===== src/rtl/ultrasonic_echo_responder_pkg.sv =====
// Shared definitions for the ultrasonic echo responder: FSM state encoding and default timing.
package ultrasonic_echo_responder_pkg;

  typedef enum logic [2:0] {
    ST_IDLE    = 3'd0,
    ST_TRIG    = 3'd1,
    ST_DELAY   = 3'd2,
    ST_ECHO    = 3'd3,
    ST_HOLDOFF = 3'd4
  } state_t;

  localparam int unsigned DEF_CNT_W             = 32;
  localparam int unsigned DEF_MIN_TRIG_CYCLES   = 500;
  localparam int unsigned DEF_ECHO_DELAY_CYCLES = 22500;
  localparam int unsigned DEF_TIMEOUT_CYCLES    = 1900000;
  localparam int unsigned DEF_HOLDOFF_CYCLES    = 3000000;
  localparam int unsigned PING_W                = 16;

endpackage


===== src/rtl/ultrasonic_echo_responder_sync_2ff.sv =====
// 1-bit two-flop synchroniser for asynchronous inputs such as the trigger pin.
module sync_2ff (
  input  logic i_clk,
  input  logic i_rst_n,
  input  logic i_d,
  output logic o_q
);

  logic r_meta;
  logic r_sync;

  always_ff @(posedge i_clk or negedge i_rst_n) begin
    if (!i_rst_n) begin
      r_meta <= 1'b0;
      r_sync <= 1'b0;
    end else begin
      r_meta <= i_d;
      r_sync <= r_meta;
    end
  end

  assign o_q = r_sync;

endmodule


===== src/rtl/ultrasonic_echo_responder.sv =====
// HC-SR04 style responder: answers each valid trigger pulse with one echo pulse
// whose width in clk cycles encodes the programmed distance.
module ultrasonic_echo_responder
  import ultrasonic_echo_responder_pkg::*;
#(
  parameter int unsigned CNT_W             = DEF_CNT_W,
  parameter int unsigned MIN_TRIG_CYCLES   = DEF_MIN_TRIG_CYCLES,
  parameter int unsigned ECHO_DELAY_CYCLES = DEF_ECHO_DELAY_CYCLES,
  parameter int unsigned TIMEOUT_CYCLES    = DEF_TIMEOUT_CYCLES,
  parameter int unsigned HOLDOFF_CYCLES    = DEF_HOLDOFF_CYCLES
) (
  input  logic              i_clk,
  input  logic              i_rst_n,
  input  logic              i_enable,
  input  logic              i_trig_in,
  input  logic [CNT_W-1:0]  i_echo_len,
  output logic              o_echo_out,
  output logic              o_busy,
  output logic              o_trig_short,
  output logic              o_echo_done,
  output logic [PING_W-1:0] o_ping_count
);

  localparam logic [CNT_W-1:0] L_MIN     = CNT_W'(MIN_TRIG_CYCLES);
  localparam logic [CNT_W-1:0] L_DELAY   = CNT_W'(ECHO_DELAY_CYCLES);
  localparam logic [CNT_W-1:0] L_TIMEOUT = CNT_W'(TIMEOUT_CYCLES);
  localparam logic [CNT_W-1:0] L_HOLDOFF = CNT_W'(HOLDOFF_CYCLES);

  logic              w_trig_sync;
  logic              r_trig_d;
  logic              w_rise;
  logic              w_fall;
  state_t            r_state;
  state_t            w_state_next;
  logic [CNT_W-1:0]  r_trig_cnt;
  logic [CNT_W-1:0]  w_trig_cnt_next;
  logic [CNT_W-1:0]  r_cnt;
  logic [CNT_W-1:0]  w_cnt_next;
  logic [CNT_W-1:0]  w_cnt_inc;
  logic [CNT_W-1:0]  r_len;
  logic [CNT_W-1:0]  w_len_next;
  logic [CNT_W-1:0]  w_len_clamped;
  logic              r_echo_out;
  logic              r_busy;
  logic              r_trig_short;
  logic              r_echo_done;
  logic [PING_W-1:0] r_ping_count;
  logic              w_echo_out_next;
  logic              w_busy_next;
  logic              w_trig_short_next;
  logic              w_echo_done_next;
  logic [PING_W-1:0] w_ping_count_next;

  sync_2ff u_trig_sync (
    .i_clk   (i_clk),
    .i_rst_n (i_rst_n),
    .i_d     (i_trig_in),
    .o_q     (w_trig_sync)
  );

  assign w_rise        = w_trig_sync & ~r_trig_d;
  assign w_fall        = ~w_trig_sync & r_trig_d;
  assign w_cnt_inc     = r_cnt + 1'b1;
  assign w_len_clamped = ((i_echo_len == '0) || (i_echo_len > L_TIMEOUT)) ? L_TIMEOUT : i_echo_len;

  always_ff @(posedge i_clk or negedge i_rst_n) begin
    if (!i_rst_n) begin
      r_trig_d     <= 1'b0;
      r_state      <= ST_IDLE;
      r_trig_cnt   <= '0;
      r_cnt        <= '0;
      r_len        <= '0;
      r_echo_out   <= 1'b0;
      r_busy       <= 1'b0;
      r_trig_short <= 1'b0;
      r_echo_done  <= 1'b0;
      r_ping_count <= '0;
    end else begin
      r_trig_d     <= w_trig_sync;
      r_state      <= w_state_next;
      r_trig_cnt   <= w_trig_cnt_next;
      r_cnt        <= w_cnt_next;
      r_len        <= w_len_next;
      r_echo_out   <= w_echo_out_next;
      r_busy       <= w_busy_next;
      r_trig_short <= w_trig_short_next;
      r_echo_done  <= w_echo_done_next;
      r_ping_count <= w_ping_count_next;
    end
  end

  always_comb begin
    w_state_next    = r_state;
    w_trig_cnt_next = r_trig_cnt;
    w_cnt_next      = r_cnt;
    w_len_next      = r_len;
    case (r_state)
      ST_IDLE: begin
        if (w_rise && i_enable) begin
          w_state_next    = ST_TRIG;
          w_trig_cnt_next = CNT_W'(1);
        end
      end
      ST_TRIG: begin
        if (w_fall) begin
          if (r_trig_cnt >= L_MIN) begin
            w_state_next = ST_DELAY;
            w_len_next   = w_len_clamped;
            // The fall-detect cycle is the first delay cycle, so echo rises DELAY cycles after the synced fall.
            w_cnt_next   = CNT_W'(1);
          end else begin
            w_state_next = ST_IDLE;
          end
        end else if (w_trig_sync && (r_trig_cnt != '1)) begin
          w_trig_cnt_next = r_trig_cnt + 1'b1;
        end
      end
      ST_DELAY: begin
        w_cnt_next = w_cnt_inc;
        if (w_cnt_inc >= L_DELAY) begin
          w_state_next = ST_ECHO;
          w_cnt_next   = '0;
        end
      end
      ST_ECHO: begin
        w_cnt_next = w_cnt_inc;
        if (w_cnt_inc >= r_len) begin
          w_state_next = ST_HOLDOFF;
          w_cnt_next   = '0;
        end
      end
      ST_HOLDOFF: begin
        w_cnt_next = w_cnt_inc;
        if (w_cnt_inc >= L_HOLDOFF) begin
          w_state_next = ST_IDLE;
          w_cnt_next   = '0;
        end
      end
      default: begin
        w_state_next = ST_IDLE;
        w_cnt_next   = '0;
      end
    endcase
  end

  // Outputs are computed from the next state and registered, so they are glitch-free.
  always_comb begin
    w_echo_out_next   = (w_state_next == ST_ECHO);
    w_busy_next       = (w_state_next != ST_IDLE);
    w_trig_short_next = (r_state == ST_TRIG) && (w_state_next == ST_IDLE);
    w_echo_done_next  = (r_state == ST_ECHO) && (w_state_next == ST_HOLDOFF);
    w_ping_count_next = r_ping_count + PING_W'(w_echo_done_next);
  end

  assign o_echo_out   = r_echo_out;
  assign o_busy       = r_busy;
  assign o_trig_short = r_trig_short;
  assign o_echo_done  = r_echo_done;
  assign o_ping_count = r_ping_count;

endmodule


===== config.mk =====
export PLATFORM = sky130hd
export DESIGN_NAME = ultrasonic_echo_responder
export DESIGN_NICKNAME = d
export VERILOG_FILES = /design/src/rtl/ultrasonic_echo_responder_pkg.sv /design/src/rtl/ultrasonic_echo_responder_sync_2ff.sv /design/src/rtl/ultrasonic_echo_responder.sv
export SDC_FILE = /design/constraint.sdc
export NUM_CORES = 1
export LEC_CHECK = 0
export BUFFER_PORTS_ARGS = -buffer_cell sky130_fd_sc_hd__clkbuf_2
export CAP_MARGIN = 25
export CORE_MARGIN = 8
export CORE_UTILIZATION = 57
export CTS_CLUSTER_SIZE = 12
export DETAILED_ROUTE_END_ITERATION = 10
export GPL_ROUTABILITY_DRIVEN = 0
export GPL_TIMING_DRIVEN = 0
export PLACE_DENSITY = 0.87
export SYNTH_ARGS = -nofsm -noshare
export SYNTH_HDL_FRONTEND = slang
export SYNTH_SLANG_ARGS = --single-unit

===== constraint.sdc =====
create_clock -name i_clk -period 6.6 [get_ports i_clk]
set_input_delay 1.65 -clock i_clk [delete_from_list [all_inputs] [get_ports i_clk]]
set_output_delay 1.65 -clock i_clk [all_outputs]
set_load 0.01 [all_outputs]

Word-level counts from Yosys, hierarchy flattened
Cells that the tools add are included.
{"block": "classes", "n_addsub": 3, "order_cmp": 5, "eq_ne": 12, "muxes": 18, "bitwise_logic": 5, "reduce_logical": 13}
{"cell": "two-way mux 32 bit", "count": 9}
{"cell": "one-hot mux 32 bit (5 select lines)", "count": 1}
{"cell": "adder 32 x 1 -> 32 bit, second input constant", "count": 2}
{"cell": "one-hot mux 32 bit (2 select lines)", "count": 1}
{"cell": ">= comparator 32 x 15 -> 1 bit, second input constant", "count": 1}
{"cell": ">= comparator 32 x 22 -> 1 bit, second input constant", "count": 1}
{"cell": ">= comparator 32 bit", "count": 1}
{"cell": ">= comparator 32 x 9 -> 1 bit, second input constant", "count": 1}
{"cell": "greater-than comparator 32 x 21 -> 1 bit, second input constant", "count": 1}
{"cell": "logical NOT 32 bit", "count": 1}
{"cell": "!= test 32 bit, second input constant", "count": 1}
{"cell": "adder 16 x 1 -> 16 bit", "count": 1}
{"cell": "two-way mux 3 bit", "count": 5}
{"cell": "one-hot mux 3 bit (5 select lines)", "count": 1}
{"cell": "!= test 2 bit, second input constant", "count": 5}
{"cell": "== test 3 x 2 -> 1 bit, second input constant", "count": 3}
{"cell": "== test 3 bit, second input constant", "count": 2}
{"cell": "logical NOT 3 bit", "count": 2}
{"cell": "AND reduction 3 bit", "count": 2}
{"cell": "logical AND 1 bit", "count": 4}
{"cell": "AND reduction 4 bit", "count": 1}
{"cell": "== test 3 x 1 -> 1 bit, second input constant", "count": 1}
{"cell": "NOT 1 bit", "count": 3}
{"cell": "nonzero test 3 bit", "count": 1}
{"cell": "other kinds (4)", "count": 5}
{"block": "word_totals", "register_bits": 122, "inputBits": 36, "out_inout_bits": 20, "elab_cells": 68}

Depth between registers and ports, before layout
{"block": "logic_depth", "ltp_word": 8, "mapped_depth": 23, "depth_no_buf": 21}

Hierarchy
A second synthesis with hierarchy kept.
{"block": "hier_totals", "cells_unflattened": 829, "area_unflattened_um2": 7519.7}
{"mod": "ultrasonic_echo_responder", "instances": 1, "cells_each": 827, "area_per_inst_um2": 7469.7, "seq_area_each_um2": 3002.9}
{"mod": "sync_2ff", "instances": 1, "cells_each": 2, "area_per_inst_um2": 50.0, "seq_area_each_um2": 50.0}

Worst setup path before layout
OpenSTA, ideal clock, no wires.
{"block": "synth_path", "path_type": "register to register", "from": "register r_cnt[0]", "to": "register r_ping_count[14] (netlist: o_ping_count[14])", "setup_ns": 0.126, "arrival_ns": 4.373, "t_required_ns": 6.474, "setup_slack_ns": 2.101, "stages_incl_launch_ff": 22, "path_buffers": 2, "synth_period_minus_slack_ns": 4.499, "path_cell_list": "dfrtp_1 -> buf_2 -> nand3_1 -> or4_1 -> buf_2 -> nor4_4 -> xnor2_1 -> inv_1 -> ha_1 -> a21o_1 -> a21o_1 -> a221o_1 -> a221oi_1 -> nand3_1 -> a31o_2 -> nor2b_1 -> ha_1 -> ha_1 -> nand2_1 -> or2_2 -> nor2_1 -> xor2_1"}
{"block": "synth_between", "elab_chain_cells": 7, "word_cells_on_any_way": 11, "cone_classes": "add/sub (2); order compare (3); eq/ne (1); mux (4); reduce/logical (1)"}
{"item": "from (decl)", "line": "ultrasonic_echo_responder.sv:37", "source": "logic [CNT_W-1:0] r_cnt;"}
{"item": "from (signal assigned)", "line": "ultrasonic_echo_responder.sv:82", "source": "r_cnt <= w_cnt_next;"}
{"item": "adder 32 x 1 -> 32 bit *", "line": "ultrasonic_echo_responder.sv:63", "source": "assign w_cnt_inc = r_cnt + 1'b1;"}
{"item": ">= comparator 32 x 22 -> 1 bit (tied with other cells)", "line": "ultrasonic_echo_responder.sv:134", "source": "if (w_cnt_inc >= L_HOLDOFF) begin"}
{"item": "two-way mux 3 bit (on tied branches)", "line": "ultrasonic_echo_responder.sv:134, ultrasonic_echo_responder.sv:120, ultrasonic_echo_responder.sv:127"}
{"item": "one-hot mux 3 bit (5 select lines) *", "line": "ultrasonic_echo_responder.sv:97", "source": "case (r_state)"}
{"item": "== test 3 bit *", "line": "ultrasonic_echo_responder.sv:151", "source": "w_echo_done_next = (r_state == ST_ECHO) && (w_state_next == ST_HOLDOFF);"}
{"item": "logical AND 1 bit *", "line": "ultrasonic_echo_responder.sv:151"}
{"item": "net w_echo_done_next", "line": "ultrasonic_echo_responder.sv:51", "source": "logic w_echo_done_next;"}
{"item": "adder 16 x 1 -> 16 bit *", "line": "ultrasonic_echo_responder.sv:152", "source": "w_ping_count_next = r_ping_count + PING_W'(w_echo_done_next);"}
{"item": "net w_ping_count_next[14]", "line": "ultrasonic_echo_responder.sv:52", "source": "logic [PING_W-1:0] w_ping_count_next;"}
{"item": "to (signal assigned)", "line": "ultrasonic_echo_responder.sv:88", "source": "r_ping_count <= w_ping_count_next;"}
{"item": "to (decl)", "line": "ultrasonic_echo_responder.sv:47", "source": "logic [PING_W-1:0] r_ping_count;"}
The timed path passes the listed nets; every way through them passes the cells marked *.
A chain may end at the register's enable or synchronous reset.

Worst setup path after layout
Ends and elaborated chain as after synthesis.

==> flow_summary_export.csv <==
group,metric,value,unit
run_status,status,"finished clean",
cts,tritoncts.num_buffers,17,
synth,synth_edf_count,0,
synth,syn-num-nets,915,
cells_and_area,layout-drive-gt1-share,13.6,%
cells_and_area,area_growth,15.4,%
synth,netlist_instances,842,
synth,ys_seq_area_share,41.0,%
setup_path,rr_worst_depth,20,
global_route,antenna_found_initial,0,
drt,wl_per_cell,16.6,um
floorplanning,fp.dieW,130,um
cts,worstSkewPairLatency,0.43,ns
cts,cts_root_buf,"clkbuf_16",
sta,max_freq,184,MHz
setup_path,crit_arrival,5.78,ns
cts,clock_path_buffers,2,
cts,clkTransAtPathRegs,0.06,ns
sta,period_minus_slack,5.43,ns
cts,post_cts_resized,0,
synth,ys_ff_latch,122,
floorplanning,num_rows,41,
sta,finalHoldViolCount,0,
placed_design,numPortBuffers,55,
sta,tightest_slew,0.764,ns
min_path,hp-class,"register to register",
pwr,pwr-share-seq,36.2,%
synth,synth_top_cells_by_area,"dfrtp_1 (41%), ha_1 (6.2%), nor2_1 (5.2%), xor2_1 (4.2%), xnor2_1 (3.8%)",
drt,first_iter_violations,607,
setup_path,max_stage_delay,0.66,ns
pwr,switching_share,32.1,%
cts,cts_sinks,122,
min_path,worstHoldStart,"u_trig_sync.r_meta",
setup_path,r2r_setup_slack,1.17,ns
sta,rsz0062_at_grt,"false",
sta,skew,0.0111,ns
synth,synth_cell_types,67,
cells_and_area,layout.nets,991,
cells_and_area,insertedDiodeCount,0,
synth,yosys_warnings,0,
pwr,p_int,1.64,mW
setup_path,cp_top_family,"simple AND/OR/NAND/NOR gates",
pwr,ir_drop,0.202,mV
global_route,track_usage,22.9,%
setup_path,r2r-start,"r_cnt[0]",
global_route,grt.overflow.total,0,
cts,cts_tree,"yes",
cts,htree_levels,4,
global_route,grt_pass1_vias,6444,
floorplanning,die_h,130,um
setup_path,critPathLaunchType,"register",
sta,slew_headroom,48.9,%
sta,holdWs,0.341,ns
synth,ys.flop_type,"dfrtp_1",
floorplanning,ios,56,
cts,cts_hold_buf,0,
pwr,p_per_area,282,nW/um^2
drt,ant_nets,0,
setup_path,critPathRequiredTime,6.95,ns
sta,fin_crit_sh,82.3,%
global_route,grt_pass1_wl,30700,um
setup_path,path_cells,"buf_2, nand3_1, nor4_2, nand3_1, nor2_1, nand2_1, xnor2_1, ha_1, nand4_1, nor2_1, nand3_1, nor3_1, a31o_2, nor2b_1, ha_1, ha_1, nand2_1, or2_2, nor2_1, xor2_1",
setup_path,path_class,"register to register",
synth,netlist_area,7440,sq um
flow_run,cap_viol_max_count,0,
setup_path,worstReg2RegEnd,"o_ping_count[14]",
pwr,clkPwrFrac,39.6,%
synth,synth-async-reset-ratio,100,%
pwr,power_leakage,4.15,nW
synth,yosys.area.top_type_share,41.0,%
drt,wl,18300,um
cts,cts_setup_buffers,0,
synth,synth_area_leader_cell,"dfrtp_1",
global_route,grt_max_degree,76,
drt,remaining_drc_errors,0,
drt,vias,6541,
setup_path,worst-path-buf-inv,1,
setup_path,cp_slowest_cell,"nor4_2",
floorplanning,start_util,58.7,%
drt,dr.pass1.iters,7,
floorplanning,core-area,12700,sq um
placed_design,dp_hpwl,12800,um
synth,yosysMostFrequentCell,"dfrtp_1",
setup_path,cp-end-kind,"register",
sta,maxSlewViolCount,0,
floorplanning,die_area,17000,sq um
sta,fin_setup_tns,0,ns
pwr,switchingPower,0.776,mW
min_path,min_delay_worst_endpoint,"u_trig_sync.o_q",
setup_path,path_max_fanout,9,
synth,avgSynthCellArea,8.84,sq um
cells_and_area,fill_cells,999,
min_path,holdPathStages,0,
drt,post_drt_via_cell_ratio,5.93,
pwr,pwr-share-comb,24.1,%
sta,setup_viol,0,
synth,synth_common_cells,"dfrtp_1 (122), nor2_1 (103), nand2_1 (61), inv_1 (53), o21ai_0 (52)",
[worst max-delay path by stage]
| stage | startpoint | to | slack, ns | cells after the start |
|---|---|---|---|---|
| 2_1_floorplan | r_cnt[0] | o_ping_count[14] | 2.10 | 21 |
| 3_3_place_gp | r_cnt[1] | o_ping_count[12] | 1.42 | 22 |
| 3_5_place_dp | r_cnt[1] | o_ping_count[14] | 1.26 | 22 |
| 4_1_cts | r_cnt[1] | o_ping_count[14] | 1.18 | 22 |
| 5_1_grt | r_cnt[1] | o_ping_count[12] | 0.70 | 22 |
| 6_report | r_cnt[0] | o_ping_count[14] | 1.17 | 20 |
[cell type report]
cell class	instances	area (sq um)	share of cell area [%]
multi-input cells	619	3960	46.1
repair buffers	57	317	3.69
clock inverters	12	146	1.71
well taps	172	215	2.51
inverters	53	199	2.32
flip-flops and latches	122	3050	35.6
plain buffers	48	231	2.70
clock buffers	20	467	5.44
[cells in the final DEF (no fill, tap or decap), types with 4 or more instances in the layout]
cell type  count
o31ai_1       10
clkbuf_2      55
nand2b_1       4
nor2_1       103
buf_4          5
xnor2_1       32
and3_1        14
a31oi_1        5
nand4_1       25
nor4_1        15
o21ai_0       52
o21ai_1        4
nand3_1       44
clkinv_2       5
a22o_1         4
buf_2         14
clkbuf_16     17
nand2_1       61
a21oi_1       32
or2_2          7
a2111oi_0      6
xor2_1        36
ha_1          37
and4_1        12
inv_1         53
clkbuf_8       4
and2_1         7
a21o_1        12
clkbuf_1      26
o2bb2ai_1      5
nor3_1        20
or3_1         13
dfrtp_1      122
[metal layers]
metal	vias up	wire length, um	track usage, %	part of all wire (%)
met5	-	0	0	0
met4	0	541	11.0	3.0
met3	54	1390	6.36	7.6
met2	242	8460	35.5	46
met1	3102	7890	29.1	43
li1	3143	-	-	-
[registers in the layout, summed over array words and instances, names as in the netlist]
| name | cells |
|---|---|
| o_busy | 1 |
| o_echo_done | 1 |
| o_echo_out | 1 |
| o_ping_count | 16 |
| o_trig_short | 1 |
| r_cnt | 32 |
| r_len | 32 |
| r_state | 3 |
| r_trig_cnt | 32 |
| r_trig_d | 1 |
| u_trig_sync.o_q | 1 |
| u_trig_sync.r_meta | 1 |
[cell families after synthesis]
group | Yosys count | synth area share [%]
and+or+nand+nor | 346 | 24.2
buffers and inverters | 101 | 5.78
muxes | 3 | 0.404
DFF | 122 | 41.0
adders and majority gates | 37 | 6.22
xor gates and xnor gates | 68 | 8.00
AOI/OAI and AO/OA | 165 | 14.3
[power groups by stage]
stage	Sequential, mW	Combinational, mW	Clock (mW)
global placement	0.885	0.548	0
detailed placement	0.888	0.560	0
floorplan	0.877	0.388	0
global route	0.887	0.642	1.01
finish	0.876	0.584	0.959
CTS	0.876	0.577	0.969
[through the flow]
| step | power, mW | setup WS (ns) | instances | instance area (sq um) | util, % |
|---|---|---|---|---|---|
| after global routing | 2.53 | 0.701 | 1103 | 8590 | 67.8 |
| after detailed placement | 1.45 | 1.26 | 1070 | 7970 | 62.9 |
| after CTS | 2.42 | 1.18 | 1102 | 8580 | 67.7 |
| after floorplan | 1.27 | 2.10 | 842 | 7440 | - |
| after global placement | 1.43 | 1.42 | 1069 | 7930 | 62.6 |
| final | 2.42 | 1.17 | 1103 | 8590 | 67.8 |
No activity file was read; power rests on OpenSTA's default activity.
